$ cat src/rtl/sm83_pkg.sv
// Shared types for the SM83 flags-register sequencer.
// SM83_FLAGS_SEQ_DAA_EN adds the two-cycle DAA states to the state enum.
package sm83_pkg;

    typedef enum logic [3:0] {
        OP_NOP      = 4'd0,
        OP_ALU8     = 4'd1,
        OP_INC_DEC  = 4'd2,
        OP_ADD16    = 4'd3,
        OP_ADD_SP   = 4'd4,
        OP_ROT_A    = 4'd5,
        OP_CB_SHIFT = 4'd6,
        OP_BIT      = 4'd7,
        OP_DAA      = 4'd8,
        OP_CPL      = 4'd9,
        OP_SCF      = 4'd10,
        OP_CCF      = 4'd11,
        OP_POP_AF   = 4'd12
    } flag_op_e;

    typedef enum logic [2:0] {
        ST_IDLE,
        ST_EXEC,
        ST_LO,
        ST_HI
`ifdef SM83_FLAGS_SEQ_DAA_EN
        ,
        ST_DAA1,
        ST_DAA2
`endif
    } flags_seq_state_e;

    typedef struct packed {
        logic flags_bus;
        logic flags_alu;
        logic zero_we;
        logic zero_clr;
        logic half_carry_we;
        logic half_carry_set;
        logic half_carry_cpl;
        logic daa_carry_we;
        logic neg_we;
        logic neg_set;
        logic neg_clr;
        logic carry_we;
        logic sec_carry_we;
        logic sec_carry_sh;
        logic sec_carry_daa;
        logic sec_carry_sel;
        logic carry_set;
        logic carry_cpl;
        logic alu_hi;
    } flags_ctl_t;

endpackage

$ cat src/rtl/sm83_flags_decode.sv
// Combinational strobe map from (state, latched op, subtract variant).
// SM83_FLAGS_SEQ_DAA_EN compiles the DAA1/DAA2 strobe sets.
module sm83_flags_decode
    import sm83_pkg::*;
(
    input  flags_seq_state_e state,
    input  flag_op_e         op,
    input  logic             op_sub,
    output flags_ctl_t       ctl
);

    always_comb begin
        // NOTE: default every field first so no path through the case infers a latch.
        ctl = '0;
        case (state)
            ST_EXEC: begin
                case (op)
                    OP_ALU8, OP_INC_DEC: begin
                        ctl.flags_alu     = 1'b1;
                        ctl.zero_we       = 1'b1;
                        ctl.half_carry_we = 1'b1;
                        ctl.daa_carry_we  = 1'b1;
                        ctl.neg_we        = 1'b1;
                        ctl.neg_set       = op_sub;
                        ctl.neg_clr       = !op_sub;
                        ctl.carry_we      = (op == OP_ALU8);
                    end
                    OP_ROT_A, OP_CB_SHIFT: begin
                        ctl.flags_alu      = 1'b1;
                        ctl.sec_carry_we   = 1'b1;
                        ctl.sec_carry_sh   = 1'b1;
                        ctl.sec_carry_sel  = 1'b1;
                        ctl.zero_we        = 1'b1;
                        ctl.zero_clr       = (op == OP_ROT_A);
                        ctl.half_carry_we  = 1'b1;
                        ctl.half_carry_set = 1'b1;
                        ctl.half_carry_cpl = 1'b1;
                        ctl.neg_we         = 1'b1;
                        ctl.neg_clr        = 1'b1;
                    end
                    OP_BIT: begin
                        ctl.flags_alu      = 1'b1;
                        ctl.zero_we        = 1'b1;
                        ctl.half_carry_we  = 1'b1;
                        ctl.half_carry_set = 1'b1;
                        ctl.neg_we         = 1'b1;
                        ctl.neg_clr        = 1'b1;
                    end
                    OP_CPL: begin
                        ctl.flags_alu      = 1'b1;
                        ctl.half_carry_we  = 1'b1;
                        ctl.half_carry_set = 1'b1;
                        ctl.neg_we         = 1'b1;
                        ctl.neg_set        = 1'b1;
                    end
                    OP_SCF, OP_CCF: begin
                        ctl.flags_alu     = 1'b1;
                        ctl.carry_we      = 1'b1;
                        ctl.carry_set     = (op == OP_SCF);
                        ctl.carry_cpl     = (op == OP_CCF);
                        ctl.half_carry_we = 1'b1;
                        ctl.neg_we        = 1'b1;
                        ctl.neg_clr       = 1'b1;
                    end
                    OP_POP_AF: begin
                        ctl.flags_bus     = 1'b1;
                        ctl.zero_we       = 1'b1;
                        ctl.neg_we        = 1'b1;
                        ctl.half_carry_we = 1'b1;
                        ctl.carry_we      = 1'b1;
                    end
                    default: ;
                endcase
            end
            ST_LO: begin
                ctl.flags_alu     = 1'b1;
                ctl.sec_carry_we  = 1'b1;
                ctl.sec_carry_sel = 1'b1;
            end
            ST_HI: begin
                ctl.flags_alu     = 1'b1;
                ctl.alu_hi        = 1'b1;
                ctl.sec_carry_sel = 1'b1;
                ctl.half_carry_we = 1'b1;
                ctl.carry_we      = 1'b1;
                ctl.neg_we        = 1'b1;
                ctl.neg_clr       = 1'b1;
                ctl.zero_we       = (op == OP_ADD_SP);
                ctl.zero_clr      = (op == OP_ADD_SP);
            end
`ifdef SM83_FLAGS_SEQ_DAA_EN
            ST_DAA1: begin
                ctl.flags_alu     = 1'b1;
                ctl.sec_carry_we  = 1'b1;
                ctl.sec_carry_daa = 1'b1;
            end
            ST_DAA2: begin
                ctl.flags_alu     = 1'b1;
                ctl.sec_carry_sel = 1'b1;
                ctl.zero_we       = 1'b1;
                ctl.half_carry_we = 1'b1;
            end
`endif
            default: ;
        endcase
    end

endmodule

$ cat src/rtl/sm83_flags_seq.sv
// Flags-register strobe sequencer: one flag-op per handshake, Moore strobes.
// SM83_FLAGS_SEQ_DAA_EN enables the two-cycle DAA sequence; otherwise DAA acts as NOP.
module sm83_flags_seq
    import sm83_pkg::*;
(
    input  logic       clk,
    input  logic       reset_n,
    input  logic       op_valid,
    output logic       op_ready,
    input  logic [3:0] op_kind,
    input  logic       op_sub,
    input  logic       flush,
    output logic       busy,
    output logic       done,
    output logic       alu_hi,
    output logic       flags_bus,
    output logic       flags_alu,
    output logic       zero_we,
    output logic       zero_clr,
    output logic       half_carry_we,
    output logic       half_carry_set,
    output logic       half_carry_cpl,
    output logic       daa_carry_we,
    output logic       neg_we,
    output logic       neg_set,
    output logic       neg_clr,
    output logic       carry_we,
    output logic       sec_carry_we,
    output logic       sec_carry_sh,
    output logic       sec_carry_daa,
    output logic       sec_carry_sel,
    output logic       carry_set,
    output logic       carry_cpl
);

    flags_seq_state_e state_q, state_d;
    flag_op_e         op_q;
    logic             sub_q;
    logic             accept;
    flags_ctl_t       dec_ctl, ctl;

    assign op_ready = (state_q == ST_IDLE);
    assign busy     = !op_ready;
    assign accept   = op_valid && op_ready && !flush;

    // NOTE: sequential state uses non-blocking assignments so every register samples pre-edge values.
    always_ff @(posedge clk or negedge reset_n) begin
        if (!reset_n) state_q <= ST_IDLE;
        else          state_q <= state_d;
    end

    always_ff @(posedge clk or negedge reset_n) begin
        if (!reset_n) begin
            op_q  <= OP_NOP;
            sub_q <= 1'b0;
        end else if (accept) begin
            op_q  <= flag_op_e'(op_kind);
            sub_q <= op_sub;
        end
    end

    always_comb begin
        state_d = state_q;
        if (flush) begin
            state_d = ST_IDLE;
        end else begin
            case (state_q)
                ST_IDLE: if (accept) begin
                    case (op_kind)
                        OP_ADD16, OP_ADD_SP: state_d = ST_LO;
`ifdef SM83_FLAGS_SEQ_DAA_EN
                        OP_DAA:              state_d = ST_DAA1;
`endif
                        default:             state_d = ST_EXEC;
                    endcase
                end
                ST_LO:   state_d = ST_HI;
`ifdef SM83_FLAGS_SEQ_DAA_EN
                ST_DAA1: state_d = ST_DAA2;
`endif
                default: state_d = ST_IDLE;
            endcase
        end
    end

    sm83_flags_decode u_decode (
        .state  (state_q),
        .op     (op_q),
        .op_sub (sub_q),
        .ctl    (dec_ctl)
    );

    // Flush silences the whole cycle, including the completion pulse.
    always_comb begin
        ctl  = flush ? '0 : dec_ctl;
        done = 1'b0;
        if (!flush) begin
            case (state_q)
                ST_EXEC, ST_HI: done = 1'b1;
`ifdef SM83_FLAGS_SEQ_DAA_EN
                ST_DAA2:        done = 1'b1;
`endif
                default:        done = 1'b0;
            endcase
        end
    end

    assign alu_hi         = ctl.alu_hi;
    assign flags_bus      = ctl.flags_bus;
    assign flags_alu      = ctl.flags_alu;
    assign zero_we        = ctl.zero_we;
    assign zero_clr       = ctl.zero_clr;
    assign half_carry_we  = ctl.half_carry_we;
    assign half_carry_set = ctl.half_carry_set;
    assign half_carry_cpl = ctl.half_carry_cpl;
    assign daa_carry_we   = ctl.daa_carry_we;
    assign neg_we         = ctl.neg_we;
    assign neg_set        = ctl.neg_set;
    assign neg_clr        = ctl.neg_clr;
    assign carry_we       = ctl.carry_we;
    assign sec_carry_we   = ctl.sec_carry_we;
    assign sec_carry_sh   = ctl.sec_carry_sh;
    assign sec_carry_sel  = ctl.sec_carry_sel;
    assign carry_set      = ctl.carry_set;
    assign carry_cpl      = ctl.carry_cpl;
`ifdef SM83_FLAGS_SEQ_DAA_EN
    assign sec_carry_daa  = ctl.sec_carry_daa;
`else
    assign sec_carry_daa  = 1'b0;
`endif

endmodule

$ cat config.mk
export PLATFORM = sky130hd
export DESIGN_NAME = sm83_flags_seq
export DESIGN_NICKNAME = d
export VERILOG_FILES = /design/src/rtl/sm83_pkg.sv /design/src/rtl/sm83_flags_decode.sv /design/src/rtl/sm83_flags_seq.sv
export SDC_FILE = /design/constraint.sdc
export NUM_CORES = 1
export LEC_CHECK = 0
export CAP_MARGIN = 20
export CORE_MARGIN = 4
export CORE_UTILIZATION = 45
export CTS_CLUSTER_SIZE = 28
export DETAILED_ROUTE_END_ITERATION = 16
export PLACE_DENSITY = 0.84
export SYNTH_ARGS = -nofsm -noshare
export SYNTH_HDL_FRONTEND = slang
export SYNTH_SLANG_ARGS = --single-unit
$ cat constraint.sdc
create_clock -name clk -period 4.1 [get_ports clk]
set_input_delay 0.41 -clock clk [delete_from_list [all_inputs] [get_ports clk]]
set_output_delay 0.41 -clock clk [all_outputs]
set_load 0.02 [all_outputs]
==> results_dict.tcl, run 1 <==
set metrics [dict create \
    rr_endpoint "op_q[1]$_DFFE_PN0P_" \
    critPathLaunchType "register" \
    grt_pass1_vias 657 \
    grt.busiest_layer "met2" \
    postCtsSetupBuffers 0 \
    chipWidth_um 48.6 \
    grt_remaining_overflow 0 \
    criticalPathCategory "register to primary output" \
    synth_xor_xnor_area_share_pct 1.18 \
    cts_buffer_count 3 \
    maxSlewViolCount 0 \
    post_synth_mux_area_share_pct 10.6 \
    multi_input_comb_area_sq_um 489 \
    clock.fmax_ghz 0.362 \
    leading_cell_type_in_the_layout_fill_and_taps_excluded "clkdlybuf4s50_1" \
    htreeDepth 1 \
    dominant_combinational_cell_family_by_area_after_synthesis "simple AND/OR/NAND/NOR gates" \
    grt_antenna_before_repair 0 \
    fill_cells 137 \
    layout-area-overhead-vs-synth_pct 37.7 \
    gp_congestion 0.829 \
    hold_class "input port to async pin" \
    placed_cell_area_sq_um 997 \
    syn-cell-area_sq_um 743 \
    grt_usage_pct 14.5 \
    finalCriticalPeriod_ns 2.77 \
    detail_route.drc_violations 0 \
    dpl_worst_slack_ns 1.34 \
    cts-root-buf "clkbuf_4" \
    synth.yosys.warnings 0 \
    mappedNetlistNets 102 \
    finalHoldWorstSlack_ns 0.406 \
    drt.antenna.violating_nets 0 \
    finalSetupViolations 0 \
    worstPathMaxFanout 6 \
    finalClockSkew_ns 0.00401 \
    die_area_sq_um 2370 \
    avgSynthCellArea_sq_um 8.35 \
    worstSkewPairLatency_ns 0.25 \
    place.port_buffers 29 \
    use_met1_pct 15.5 \
    synth_sequential_area_ratio_pct 23.6 \
    power_density_nw_per_um2 467 \
    cts-root-to-sink-buffers 2 \
    cp_slowest_stage_delay_ns 0.66 \
    fin_setup_tns_ns 0 \
    routedWlPerCell_um 13.6 \
    worst_setup_margin_ns 1.33 \
    synth_adder_area_share_pct 6.73 \
    critPathSlowestCell "clkdlybuf4s50_1" \
    postcts_resize_cnt 0 \
    synth_cells 89 \
    core_area_sq_um 1540 \
    grt_setup_unrepaired "no" \
    finalCritPeriodShare_pct 67.4 \
    synth.lib_cells_used.distinct 34 \
    clk_transition_reported_paths_ns 0.05 \
    grt_util_met3_pct 0.920 \
    global_route.usage.met2_pct 26.5 \
    cp_data_arrival_time_ns 2.36 \
    synth-simple-area-share_pct 28.3 \
    pin_count 31 \
    postSynthRegisterBits 7 \
    routed_wl_mm 1.77 \
    nets 128 \
    crit-reg2reg-launch "state_q[1]$_DFFE_PN0P_" \
    route.detailed.vias_per_inst 5.64 \
    peakVddDrop_mv 0.336 \
    cp-end-kind "primary output" \
    number_of_iterations_in_the_first_detailed_routing_pass 4 \
    routed-via-count 733 \
    final_cell_area_sq_um 1020 \
    place.detailed.hpwl_mm 1.37 \
    cp.required_ns 3.69 \
    cts_sinks 7 \
    layout.area.seq_sq_um 175 \
    n_antenna_cell 0 \
    setup_slack_of_the_most_critical_reg_to_reg_path_ns 2.56 \
    timing.critical_path.cells "inv_1 > ha_1 > nor2b_2 > nand2_1 > nor4b_1 > clkdlybuf4s50_1" \
    static_leak_nw 0.401 \
    synth-compound-area-share_pct 18.5 \
    tritoncts "done" \
    start_util_pct 48.2 \
    num_rows 14 \
    fp.dieH_um 48.6 \
    reg2reg_depth 4 \
    drtIter0Drc 12 \
    number_of_hold_violations_in_the_final_report 0 \
    drive_above_1_share_pct 14.0 \
    grt_first_pass_wirelength_mm 2.80 \
    outcome "complete, no violations" \
    most-common-layout-cells "clkdlybuf4s50_1, a21oi_1, nor3_1, mux2_2, dfrtp_1" \
    cap_viol_max_count 0 \
    cts.hold.buffers_added 0 \
    largest_net_degree_at_the_start_of_global_routing 17 \
]
stage by stage:
step,total power [mW],util (%),cells
final,0.478,66.4,130
after global routing,0.513,66.4,130
after CTS,0.479,66.4,130
after detailed placement,0.415,64.7,126
after global placement,0.406,64.7,126
after floorplan,0.345,-,89
worst max-delay path by stage:
stage,startpoint,to
final,state_q[1]$_DFFE_PN0P_,carry_set
after global routing,state_q[1]$_DFFE_PN0P_,carry_set
after CTS,state_q[1]$_DFFE_PN0P_,carry_set
after detailed placement,flush,carry_set
after global placement,flush,carry_set
after floorplan,state_q[1]$_DFFE_PN0P_,carry_set
report_power, final:
part | total [mW] | internal, mW | switching (mW)
Combinational | 0.265 | 0.130 | 0.135
Clock | 0.0626 | 0.0371 | 0.0255
Sequential | 0.150 | 0.0904 | 0.0597
Total | 0.478 | 0.257 | 0.220
metal layers:
metal  vias up  wire length (um)
met4         0                34
met2        20               896
met5         -                 0
met1       339               751
li1        370                 -
met3         4                84
sequential cells by signal, indices dropped and copies added, names as in the netlist:
register and flops:
state_q 2, op_q 4, sub_q 1
area by class of cell:
type	count	share of cell area, %
inverters	6	2.20
clock buffers	4	2.57
flip-flops and latches	7	17.1
repair buffers	29	28.4
multi-input cells	68	47.8
well taps	16	1.96
critical path, delay by kind of cell (launching register included):
family,cells,cell delay (ns)
buffers and inverters,2,0.76
AND/OR/NAND/NOR,3,0.70
adder cells (fa/ha/maj),1,0.23
flip-flops,1,0.42
Yosys cell counts:
library cell,number,share of area (%)
nand3b_1,2,2.0
and3b_1,1,1.2
a21oi_2,1,1.2
nor3b_1,4,4.0
mux2_2,7,11
and3_1,2,1.7
a311oi_1,2,2.4
nand2_1,4,2.0
a32oi_1,1,1.2
o21bai_1,1,1.0
a221oi_2,1,2.0
a21oi_1,8,5.4
xor2_1,1,1.2
nor2b_2,2,2.4
o22ai_1,4,3.4
nor2_2,1,0.84
nor2b_1,1,0.84
nor3_1,7,4.7
buf_2,3,2.0
buf_6,1,1.5
dfrtp_1,7,24
nor4b_1,1,1.2
and2_1,1,0.84
buf_4,4,4.0
nor2_1,5,2.5
conb_1,1,0.50
nand3_1,1,0.67
a211o_1,1,1.2
nand2b_1,1,0.84
nor3_2,1,1.3
or3b_1,1,1.2
a31oi_1,1,0.84
ha_1,4,6.7
inv_1,6,3.0
cells by family after synthesis:
logic type | after synthesis
muxes | 7
buffers and inverters | 14
DFF | 7
adders and majority gates | 4
AOI/OAI and AO/OA | 20
xor gates and xnor gates | 1
other | 1
and+or+nand+nor | 35
(Power assumes the default switching activity.)
==> inputs of run 2 (changes only) <==
- CORE_UTILIZATION: 45 -> 38
- PLACE_DENSITY: 0.84 -> 0.75
- clock period: 4.1 -> 2.5 ns (I/O delays scaled with it)
==> results_dict.tcl, run 2 (synthesized netlist as in run 1, its figures left out) <==
set metrics [dict create \
    post_layout_total_power_mw 0.789 \
    place.detailed.hpwl_mm 1.40 \
    num_rows 15 \
    number_of_iterations_in_the_first_detailed_routing_pass 4 \
    power_density_nw_per_um2 742 \
    post-route-util_pct 59.6 \
    cts.hold.buffers_added 0 \
    chipWidth_um 52.2 \
    layout_top_registers "op_q x4, state_q x2, sub_q x1" \
    largest_register_ffs 4 \
    nets 129 \
    cap_viol_max_count 0 \
    grt_pass1_vias 657 \
    grt_first_pass_wirelength_mm 2.85 \
    cp-end-kind "primary output" \
    finalCriticalPeriod_ns 2.36 \
    static_leak_nw 0.498 \
    drive_above_1_share_pct 17.4 \
    leading_cell_type_in_the_layout_fill_and_taps_excluded "clkdlybuf4s50_1" \
    n_antenna_cell 0 \
    pin_count 31 \
    routed_wl_mm 1.82 \
    routed-via-count 743 \
    layout-area-overhead-vs-synth_pct 43.1 \
    cts-root-buf "clkbuf_4" \
    cp_data_arrival_time_ns 2.11 \
    routedWlPerCell_um 13.0 \
    worstSkewPairLatency_ns 0.25 \
    fin_setup_tns_ns 0 \
    cts-root-to-sink-buffers 2 \
    tritoncts "done" \
    die_area_sq_um 2730 \
    critPathLaunchType "register" \
    finalHoldWorstSlack_ns 0.257 \
    cts_buffer_count 3 \
    grt_antenna_before_repair 0 \
    most-common-layout-cells "clkdlybuf4s50_1, a21oi_1, nor3_1, mux2_2, inv_1" \
    place.port_buffers 29 \
    start_util_pct 41.7 \
    largest-register "op_q" \
    finalSetupViolations 0 \
    gp_congestion 0.887 \
    cp.required_ns 2.25 \
    finalClockSkew_ns 0.00184 \
    clk_transition_reported_paths_ns 0.05 \
    fp.dieH_um 52.2 \
    criticalPathCategory "register to primary output" \
    drt.antenna.violating_nets 0 \
    grt_setup_unrepaired "no" \
    route.detailed.vias_per_inst 5.31 \
    clock.fmax_ghz 0.424 \
    grt_usage_pct 14.1 \
    number_of_hold_violations_in_the_final_report 0 \
    drtIter0Drc 1 \
    maxSlewViolCount 0 \
    htreeDepth 1 \
    worstPathMaxFanout 6 \
    core_area_sq_um 1780 \
    grt_remaining_overflow 0 \
    outcome "complete, no violations" \
    hold_class "input port to async pin" \
    largest_net_degree_at_the_start_of_global_routing 17 \
    detail_route.drc_violations 0 \
    finalCritPeriodShare_pct 94.4 \
    peakVddDrop_mv 0.523 \
    cts_sinks 7 \
]
==> run 2: report_power, final <==
part           switching [mW]  internal, mW
clock network          0.0422        0.0609
logic                   0.222         0.215
registers              0.0981         0.151
==> run 2: per-layer routing <==
metal | track usage, % | share of wire [%]
met4 | 10.2 | 2.1
met3 | 1.14 | 5.9
met2 | 23.0 | 47
met5 | 0 | 0
met1 | 17.2 | 45
==> run 2: path summary, 6_finish.rpt <==
path	startpoint	to	slack (ns)	cells after the start
worst max-delay path	state_q[1]$_DFFE_PN0P_	zero_clr	0.14	6
worst min-delay path	reset_n	state_q[1]$_DFFE_PN0P_	0.26	1
worst max register to register	state_q[0]$_DFFE_PN0P_	op_q[3]$_DFFE_PN0P_	0.95	4
worst min register to register	sub_q$_DFFE_PN0P_	sub_q$_DFFE_PN0P_	0.54	1
max in group asynchronous	reset_n	op_q[1]$_DFFE_PN0P_	1.98	1
min in group clk	sub_q$_DFFE_PN0P_	sub_q$_DFFE_PN0P_	0.54	1
==> run 2: final cells by class <==
class / count / area (sq um)
sequential: 7 / 178
timing repair buffer: 30 / 309
inverter: 6 / 22.5
clock buffer: 4 / 26.3
multi-input combinational: 68 / 497
fill: 164 / 719
tap: 25 / 31.3
==> run 2: timing repair <==
action / in CTS / in global routing
gates cloned: 0 / 0
hold endpoints to repair: 0 / 0
resized for setup: 1 / 9
setup buffers: 0 / 0
endpoints found under the setup margin: 1 / 9
==> run 2: metrics by stage <==
stage                     cell area (sq um)  std cells  setup WS, ns
after floorplan                         743         89         0.516
after global placement                 1020        136         0.287
after detailed placement               1020        136         0.237
after CTS                              1040        140        0.0218
after global routing                   1060        140       0.00766
final                                  1060        140         0.141
==> run 2: critical path: stages, from the launching register on <==
cell,delay (ns)
dfrtp_1,0.41
inv_1,0.09
ha_1,0.23
nor2b_4,0.22
mux2_2,0.16
and3_1,0.15
clkdlybuf4s50_1,0.60
==> inputs of run 3 (changes only) <==
- GPL_TIMING_DRIVEN: default -> 0
- MAX_ROUTING_LAYER: default -> met4
==> results_dict.tcl, run 3 (synthesized netlist as in run 1, its figures left out) <==
set metrics [dict create \
    postCtsSetupBuffers 0 \
    grt_util_met3_pct 1.42 \
    p_int_mw 0.458 \
    worstPathMaxFanout 5 \
    layout-area-overhead-vs-synth_pct 47.0 \
    peakVddDrop_mv 0.449 \
    static_leak_nw 0.457 \
    outcome "complete, no violations" \
    chipWidth_um 52.2 \
    number_of_hold_violations_in_the_final_report 0 \
    grt_setup_unrepaired "no" \
    grt.busiest_layer "met2" \
    number_of_iterations_in_the_first_detailed_routing_pass 4 \
    drt.antenna.violating_nets 0 \
    place.detailed.hpwl_mm 1.47 \
    finalClockSkew_ns 0.000698 \
    pin_count 31 \
    cts-root-to-sink-buffers 2 \
    grt_remaining_overflow 0 \
    sequentialPowerShare_pct 22.6 \
    route.detailed.vias_per_inst 5.34 \
    gp_congestion 0.885 \
    power_density_nw_per_um2 764 \
    routedWlPerCell_um 13.2 \
    grt_first_pass_wirelength_mm 3.37 \
    core_area_sq_um 1780 \
    die_area_sq_um 2730 \
    hold_class "input port to async pin" \
    cts_buffer_count 3 \
    global_route.usage.met2_pct 27.6 \
    post_layout_total_power_mw 0.834 \
    most-common-layout-cells "clkdlybuf4s50_1, a21oi_1, nor3_1, mux2_2, dfrtp_1" \
    finalCritPeriodShare_pct 93.9 \
    layout.area.seq_sq_um 175 \
    routed_wl_mm 1.93 \
    cp_data_arrival_time_ns 2.10 \
    nets 135 \
    finalSetupViolations 0 \
    multi_input_comb_area_sq_um 499 \
    fill_cells 181 \
    drive_above_1_share_pct 21.5 \
    reg2reg_depth 4 \
    layout_top_registers "op_q x4, state_q x2, sub_q x1" \
    cts-root-buf "clkbuf_4" \
    switching_power_mw 0.377 \
    switching_share_pct 45.1 \
    cp.required_ns 2.25 \
    finish.cell_count_without_fillers 146 \
    cap_viol_max_count 0 \
    rr_endpoint "op_q[0]$_DFFE_PN0P_" \
    maxSlewViolCount 0 \
    detail_route.drc_violations 0 \
    finalCriticalPeriod_ns 2.35 \
    grt_pass1_vias 765 \
    setup_slack_of_the_most_critical_reg_to_reg_path_ns 0.96 \
    num_rows 15 \
    clock.fmax_ghz 0.426 \
    use_met1_pct 20.5 \
    place.port_buffers 28 \
    endpoint "zero_clr" \
    fp.dieH_um 52.2 \
    criticalPathCategory "register to primary output" \
    n_antenna_cell 0 \
    htreeDepth 1 \
    start_util_pct 41.7 \
    worstSkewPairLatency_ns 0.25 \
    critPathLaunchType "register" \
    largest_net_degree_at_the_start_of_global_routing 11 \
    dpl.cell_count 142 \
    routed-via-count 779 \
    cts_sinks 7 \
    tritoncts "done" \
    share_clk_of_total_power_pct 12.3 \
    finalHoldWorstSlack_ns 0.267 \
    leading_cell_type_in_the_layout_fill_and_taps_excluded "clkdlybuf4s50_1" \
    crit-reg2reg-launch "state_q[0]$_DFFE_PN0P_" \
    grt_usage_pct 16.8 \
    grt_antenna_before_repair 0 \
    cp-end-kind "primary output" \
    largest_register_ffs 4 \
    fin_setup_tns_ns 0 \
    power.share.combinational_pct 65.1 \
    clk_transition_reported_paths_ns 0.05 \
    cts.hold.buffers_added 0 \
    largest-register "op_q" \
    critical_path.startpoint "state_q[0]$_DFFE_PN0P_" \
    drtIter0Drc 7 \
]
## run 3: worst min-delay path by stage
stage               slack (ns)  depth (start not counted)                endpoint              start
finish                    0.27                          1     op_q[3]$_DFFE_PN0P_            reset_n
global route              0.28                          1  state_q[0]$_DFFE_PN0P_            reset_n
CTS                       0.27                          1       sub_q$_DFFE_PN0P_            reset_n
detailed placement        0.53                          1     op_q[3]$_DFFE_PN0P_            reset_n
global placement          0.52                          1       sub_q$_DFFE_PN0P_  sub_q$_DFFE_PN0P_
floorplan                -0.05                          0     op_q[0]$_DFFE_PN0P_            reset_n
## run 3: power groups by stage
stage	clock, mW	combinational (mW)	sequential (mW)
6_report	0.102	0.543	0.189
5_1_grt	0.114	0.601	0.196
4_1_cts	0.106	0.537	0.188
3_5_place_dp	0	0.533	0.189
3_3_place_gp	0	0.524	0.187
2_1_floorplan	0	0.385	0.181
## run 3: final cells by class
class                   instances  share of cell area (%)
multi-input cells              68                    45.7
repair buffers                 28                    25.8
flip-flops and latches          7                    16.0
plain buffers                   8                    5.15
well taps                      25                    2.86
clock buffers                   4                    2.41
inverters                       6                    2.06
## run 3: stage by stage
step | area (sq um) | setup slack, ns | utilization [%]
floorplan | 743 | 0.516 | -
global placement | 1050 | 0.248 | 59.2
detailed placement | 1050 | 0.212 | 59.2
CTS | 1080 | 0.0680 | 60.6
global route | 1090 | 0.00243 | 61.3
finish | 1090 | 0.152 | 61.3
## run 3: timing repair
action,CTS,global route
resized for setup,1,4
cloned,0,0
endpoints found under the setup margin,1,10
## run 3: metal layers
| metal | routed length (um) | share of wire [%] | vias up |
|---|---|---|---|
| li1 | - | - | 383 |
| met1 | 821 | 43 | 371 |
| met2 | 982 | 51 | 21 |
| met3 | 103 | 5.4 | 4 |
| met4 | 17 | 0.88 | 0 |
| met5 | 0 | 0 | - |
## run 3: critical path: stages (launching register included)
cell	delay (ns)
dfrtp_1	0.41
ha_2	0.25
inv_1	0.08
nor2_1	0.19
mux2_2	0.18
and3_1	0.13
clkdlybuf4s50_1	0.60
